[src/rtl/fpadd_issue.sv]
`timescale 1ns/1ps
`default_nettype none
// ============================================================================
// Module   : fpadd_issue
// Purpose  : Operand-issue and result-retire stage wrapped around a pipelined
//            single-precision adder (fpadd) with a fixed latency of LAT edges.
//            Operand pairs are queued in a DEPTH-entry FIFO and issued to the
//            adder at most one per cycle. A LAT-deep tag pipe follows each pair
//            through the adder. Retired results are kept in order in an
//            RBUF-entry buffer. Pairs with a zero or denormal operand bypass
//            the adder result, because the adder forces the hidden bit to 1.
// Ports    : clk, rst_n            - clock, async active-low reset
//            in_valid/in_ready     - operand handshake (ready = FIFO not full)
//            in_a, in_b            - IEEE-754 single operands
//            op_a, op_b            - registered operands to the adder
//            res_in                - adder output
//            out_valid/out_ready   - result handshake (valid = buffer not empty)
//            out_data              - head of the result buffer
//            inflight              - tags in the pipe plus buffered results
// Revision : 1.0 - initial release
// ============================================================================
module fpadd_issue #(
  parameter int DEPTH = 4,  // operand FIFO entries, power of 2, >= 2
  parameter int LAT   = 5,  // adder latency in edges, >= 1
  parameter int RBUF  = 8   // result buffer entries, power of 2, >= LAT and >= 2
) (
  input  logic                   clk,
  input  logic                   rst_n,
  input  logic                   in_valid,
  output logic                   in_ready,
  input  logic [31:0]            in_a,
  input  logic [31:0]            in_b,
  output logic [31:0]            op_a,
  output logic [31:0]            op_b,
  input  logic [31:0]            res_in,
  output logic                   out_valid,
  input  logic                   out_ready,
  output logic [31:0]            out_data,
  output logic [$clog2(RBUF):0]  inflight
);

  localparam int AW = $clog2(DEPTH);
  localparam int RW = $clog2(RBUF);
  localparam int IW = RW + 1;

  // Operand FIFO; pointers carry one wrap bit so full and empty differ.
  logic [31:0]   fa_q [DEPTH];
  logic [31:0]   fa_d [DEPTH];
  logic [31:0]   fb_q [DEPTH];
  logic [31:0]   fb_d [DEPTH];
  logic [AW:0]   fwr_q, fwr_d, frd_q, frd_d;

  logic [31:0]   op_a_q, op_a_d, op_b_q, op_b_d;

  // Tag pipe: valid, bypass flag and bypass value per stage.
  logic [LAT-1:0] tv_q, tv_d, tbyp_q, tbyp_d;
  logic [31:0]    tval_q [LAT];
  logic [31:0]    tval_d [LAT];

  // Result buffer.
  logic [31:0]   rb_q [RBUF];
  logic [31:0]   rb_d [RBUF];
  logic [RW:0]   rwr_q, rwr_d, rrd_q, rrd_d;

  logic [IW-1:0] inflight_q, inflight_d;

  logic          fifo_empty, fifo_full;
  logic          push, issue, pop;
  logic [31:0]   head_a, head_b;
  logic          a_zero, b_zero, byp_hit;
  logic [31:0]   byp_val;

  assign fifo_empty = (fwr_q == frd_q);
  assign fifo_full  = (fwr_q[AW] != frd_q[AW]) && (fwr_q[AW-1:0] == frd_q[AW-1:0]);
  assign in_ready   = !fifo_full;
  assign push       = in_valid && !fifo_full;
  // Credit check uses only the registered count, so a same-cycle pop does
  // not free a slot until the following edge.
  assign issue      = !fifo_empty && (inflight_q < IW'(RBUF));
  assign out_valid  = (rwr_q != rrd_q);
  assign pop        = out_valid && out_ready;
  assign out_data   = rb_q[rrd_q[RW-1:0]];
  assign op_a       = op_a_q;
  assign op_b       = op_b_q;
  assign inflight   = inflight_q;

  assign head_a     = fa_q[frd_q[AW-1:0]];
  assign head_b     = fb_q[frd_q[AW-1:0]];

  // Exponent zero covers both true zeros and denormals (flushed to zero).
  assign a_zero     = (head_a[30:23] == 8'd0);
  assign b_zero     = (head_b[30:23] == 8'd0);
  assign byp_hit    = a_zero || b_zero;

  always_comb begin
    byp_val = head_a;
    if (a_zero && b_zero) begin
      byp_val = {head_a[31] & head_b[31], 31'd0};
    end else if (a_zero) begin
      byp_val = head_b;
    end
  end

  always_comb begin
    fa_d       = fa_q;
    fb_d       = fb_q;
    fwr_d      = fwr_q;
    frd_d      = frd_q;
    op_a_d     = op_a_q;
    op_b_d     = op_b_q;
    tv_d       = '0;
    tbyp_d     = '0;
    tval_d     = tval_q;
    rb_d       = rb_q;
    rwr_d      = rwr_q;
    rrd_d      = rrd_q;
    inflight_d = inflight_q;

    if (push) begin
      fa_d[fwr_q[AW-1:0]] = in_a;
      fb_d[fwr_q[AW-1:0]] = in_b;
      fwr_d               = fwr_q + (AW+1)'(1);
    end

    if (issue) begin
      frd_d  = frd_q + (AW+1)'(1);
      op_a_d = head_a;
      op_b_d = head_b;
    end

    // Tags advance every edge; the adder is never stalled.
    tv_d[0]   = issue;
    tbyp_d[0] = issue && byp_hit;
    tval_d[0] = byp_val;
    for (int i = 1; i < LAT; i++) begin
      tv_d[i]   = tv_q[i-1];
      tbyp_d[i] = tbyp_q[i-1];
      tval_d[i] = tval_q[i-1];
    end

    // res_in belongs to the pair in the last tag stage at this edge.
    if (tv_q[LAT-1]) begin
      rb_d[rwr_q[RW-1:0]] = tbyp_q[LAT-1] ? tval_q[LAT-1] : res_in;
      rwr_d               = rwr_q + (RW+1)'(1);
    end

    if (pop) begin
      rrd_d = rrd_q + (RW+1)'(1);
    end

    if (issue && !pop) begin
      inflight_d = inflight_q + IW'(1);
    end else if (!issue && pop) begin
      inflight_d = inflight_q - IW'(1);
    end
  end

  always_ff @(posedge clk or negedge rst_n) begin
    if (!rst_n) begin
      for (int i = 0; i < DEPTH; i++) begin
        fa_q[i] <= '0;
        fb_q[i] <= '0;
      end
      fwr_q  <= '0;
      frd_q  <= '0;
      op_a_q <= '0;
      op_b_q <= '0;
      tv_q   <= '0;
      tbyp_q <= '0;
      for (int i = 0; i < LAT; i++) begin
        tval_q[i] <= '0;
      end
      for (int i = 0; i < RBUF; i++) begin
        rb_q[i] <= '0;
      end
      rwr_q      <= '0;
      rrd_q      <= '0;
      inflight_q <= '0;
    end else begin
      fa_q       <= fa_d;
      fb_q       <= fb_d;
      fwr_q      <= fwr_d;
      frd_q      <= frd_d;
      op_a_q     <= op_a_d;
      op_b_q     <= op_b_d;
      tv_q       <= tv_d;
      tbyp_q     <= tbyp_d;
      tval_q     <= tval_d;
      rb_q       <= rb_d;
      rwr_q      <= rwr_d;
      rrd_q      <= rrd_d;
      inflight_q <= inflight_d;
    end
  end

endmodule
`default_nettype wire
[config.mk]
export PLATFORM = sky130hd
export DESIGN_NAME = fpadd_issue
export DESIGN_NICKNAME = d
export VERILOG_FILES = /design/src/rtl/fpadd_issue.sv
export SDC_FILE = /design/constraint.sdc
export NUM_CORES = 1
export LEC_CHECK = 0
export CORE_UTILIZATION = 45
export DETAILED_ROUTE_END_ITERATION = 10
export GPL_ROUTABILITY_DRIVEN = 0
export GPL_TIMING_DRIVEN = 0
export HOLD_SLACK_MARGIN = 0.1
export PLACE_DENSITY = 0.62
export SKIP_CTS_REPAIR_TIMING = 1
export SYNTH_ARGS = -nofsm -noshare
export SYNTH_HDL_FRONTEND = slang
export SYNTH_SLANG_ARGS = --single-unit
[constraint.sdc]
create_clock -name clk -period 4.1 [get_ports clk]
set_input_delay 1.025 -clock clk [delete_from_list [all_inputs] [get_ports clk]]
set_output_delay 1.025 -clock clk [all_outputs]
set_load 0.05 [all_outputs]
==> out/metrics.csv <==
metric,value,unit
status,"finished, final reports clean",
Mapped Area,0.0300,mm^2
reg2reg end,inflight[3],
Initial Util,0.455,
Iter 0 DRT Violations,1188,
Ports,202,
worst setup margin,0.173,ns
H-Tree Depth,3,
share of cells above drive strength 1,0.283,
First-pass DRT Iterations,5,
Reg2Reg Depth,12,
Post-Place Setup Slack,-0.0212,ns
Seq pwr share,0.366,
Post-DP HPWL,49400,um
largest net degree at the start of global routing,122,
clock sinks,764,
Crit Path Max Fanout,10,
Period minus WS final,3.93,ns
Worst Path Required,3.07,ns
total power,36.1,mW
register bit total from synthesis,764,
Die H,260,um
Switching Share,0.363,
Reg2Reg Setup Slack,0.55,ns
Worst-Skew Late Latency,0.62,ns
Slew headroom,0.0856,
per-cell routed wire length,22.4,um
global-route usage over all layers,0.222,
sequential-to-total area share from yosys stat,0.638,
PortBufs,201,
Internal Power,23.0,mW
drt total wl,72800,um
final hold slack,0.339,ns
yosys warns,0,
Ant. Diodes,0,
CTS root buf,clkbuf_16,
Synth Area per Inst,14.8,um^2
Final Setup Violations,0,
Remaining DRCs,0,
Max Slew Vio Count,0,
# rows,94,
initial antenna violation count,10,
Setup crit end kind,output pin,
unrepaired setup endpoints after global routing,no,
first-pass GRT wire length,114000,um
Clock Path Buffers,3,
fin crit share,0.958,
Logic pwr share,0.428,
clock transition at the registers of the reported paths,0.06,ns
DR vias/cell,5.45,
gr ovfl total,0,
Mapped Cells,2028,
CTS tree,yes,
clk_skew,0.0224,ns
total CTS buffers,80,
Layout area overhead,20.5,%
CORE AREA,0.0659,mm^2
Fin. Hold Viols,0,
VDD IR-drop max,467,uV
Worst-Margin Slew,1.36,ns
Worst Hold Class,register to register,
Mapped Nets,2139,
NetSw,13.1,mW
total number of vias,17698,
crit path to,out_data[17],
Cell Pwr Density,1000,mW/mm^2
vias in the first global route,19161,
max_cap viols,0,
die width,260,um
Clock Power Share,0.206,
Critical Path Source,rrd_q[0],
fin nets,2429,
critical path type,register to output pin,
critical path data arrival time,2.90,ns
Reg-to-Reg Start,frd_q[0],
Max Fclk,0.255,GHz
leak pwr,15.6,nW
startpoint types,register,
antenna-violating nets left,0,
Unique masters post-synth,36,
beginning of the worst hold path,tval_d[54],
Die ar.,0.0677,mm^2
## cells by family after synthesis
family	after synthesis	share of synthesized area
flip-flops	764	0.638
multiplexers	516	0.241
AO/OA/AOI/OAI	295	0.0535
AND/OR/NAND/NOR	288	0.0385
buffers and inverters	133	0.0187
XOR/XNOR	21	0.00614
adder cells (fa/ha/maj)	11	0.00484
## per-stage QoR
| stage | area, um^2 | instances | util | TNS [ns] |
|---|---|---|---|---|
| final | 36100 | 3245 | 0.549 | 0 |
| after global routing | 36100 | 3245 | 0.549 | 0 |
| after CTS | 36000 | 3245 | 0.547 | -20.43 |
| after detailed placement | 33300 | 3100 | 0.505 | -0.0964 |
| after global placement | 33100 | 3093 | 0.502 | - |
| after floorplan | 30000 | 2028 | - | 0 |
## critical path, cell delays in order (launching register included)
cell,delay (ns)
dfrtp_1,0.37
clkbuf_1,0.21
buf_4,0.30
buf_6,0.24
mux4_2,0.52
mux2_2,0.32
dlymetal6s2s_1,0.32
## per-layer routing
| metal | up-vias | part of all wire | global-route usage |
|---|---|---|---|
| li1 | 7834 | - | - |
| met1 | 9291 | 0.42 | 0.296 |
| met2 | 440 | 0.50 | 0.368 |
| met3 | 117 | 0.058 | 0.0478 |
| met4 | 16 | 0.021 | 0.0635 |
| met5 | - | 0.0015 | 0 |
## power groups by stage
| stage | logic [mW] | registers [mW] | clock network, mW |
|---|---|---|---|
| 6_report | 15.5 | 13.2 | 7.45 |
| 5_1_grt | 16.6 | 13.7 | 7.94 |
| 4_1_cts | 15.7 | 13.2 | 7.63 |
| 3_5_place_dp | 15.6 | 13.3 | 0 |
| 3_3_place_gp | 15.3 | 13.3 | 0 |
| 2_1_floorplan | 9.97 | 13.9 | 0 |
## area by class of cell
cell class,count,area [um^2]
repair buffers,208,2290
clock buffers,125,2520
multi-input cells,1131,10300
inverters,4,15.0
clock inverters,20,233
flip-flops and latches,764,19100
well taps,864,1080
plain buffers,129,579
fillers,5316,29700
## cells in the final DEF (no fill, tap or decap), types with 2 or more instances in the layout
cell,synthesis,final
nor3b_1,2,2
buf_4,2,3
mux2i_1,32,32
a21oi_1,129,129
bufinv_16,0,5
dlymetal6s2s_1,0,32
xnor2_1,16,16
nor2_1,130,130
o21ai_0,130,130
a22o_1,23,23
xor2_1,5,5
clkdlybuf4s50_1,0,168
clkbuf_16,0,85
clkbuf_8,0,24
inv_1,4,4
nand4b_1,3,3
buf_6,1,4
ha_1,10,10
dfrtp_1,764,764
clkbuf_2,0,6
buf_2,37,34
mux4_2,128,128
clkinv_2,0,13
mux2_2,356,356
buf_1,8,8
buf_16,0,7
inv_6,0,2
a21o_1,9,9
nor4_2,3,3
clkbuf_1,81,89
nand4_1,2,2
nand2_1,139,139
## worst min path at each step
stage	depth (start not counted)	slack, ns	to
floorplan	0	0.33	tbyp_q[1]
global placement	0	0.33	tval_d[28]
detailed placement	0	0.33	tval_d[12]
CTS	0	0.35	tval_q[15]
global route	0	0.35	tval_d[86]
finish	0	0.34	tval_d[22]
## state kept, by name (all words and copies together), names as in the netlist
name	cells
fa_q	128
tv_q	5
frd_q	3
rwr_q	4
tval_q	32
rrd_q	4
op_b	32
tbyp_q	5
tval_d	128
fwr_q	3
fb_q	128
rb_q	256
inflight	4
op_a	32
## cell usage after synthesis
master | n | share of area
a21boi_1 | 1 | 0.00025
a21o_1 | 9 | 0.0023
a21oi_1 | 129 | 0.022
a21oi_4 | 1 | 0.00054
a22o_1 | 23 | 0.0067
a31oi_1 | 1 | 0.00021
and2_1 | 1 | 0.00021
and3_1 | 1 | 0.00021
buf_1 | 8 | 0.0010
buf_2 | 37 | 0.0062
buf_4 | 2 | 0.00050
buf_6 | 1 | 0.00038
clkbuf_1 | 81 | 0.010
dfrtp_1 | 764 | 0.64
fa_1 | 1 | 0.00067
ha_1 | 10 | 0.0042
inv_1 | 4 | 0.00050
mux2_2 | 356 | 0.13
mux2i_1 | 32 | 0.011
mux4_2 | 128 | 0.096
nand2_1 | 139 | 0.017
nand2_2 | 1 | 0.00021
nand2b_1 | 1 | 0.00021
nand3_1 | 1 | 0.00017
nand3b_1 | 1 | 0.00025
nand4_1 | 2 | 0.00042
nand4b_1 | 3 | 0.00088
nor2_1 | 130 | 0.016
nor3_1 | 2 | 0.00033
nor3b_1 | 2 | 0.00050
nor4_1 | 1 | 0.00021
nor4_2 | 3 | 0.0013
o21ai_0 | 130 | 0.022
o22a_1 | 1 | 0.00029
xnor2_1 | 16 | 0.0047
xor2_1 | 5 | 0.0015
(Power assumes the default switching activity.)
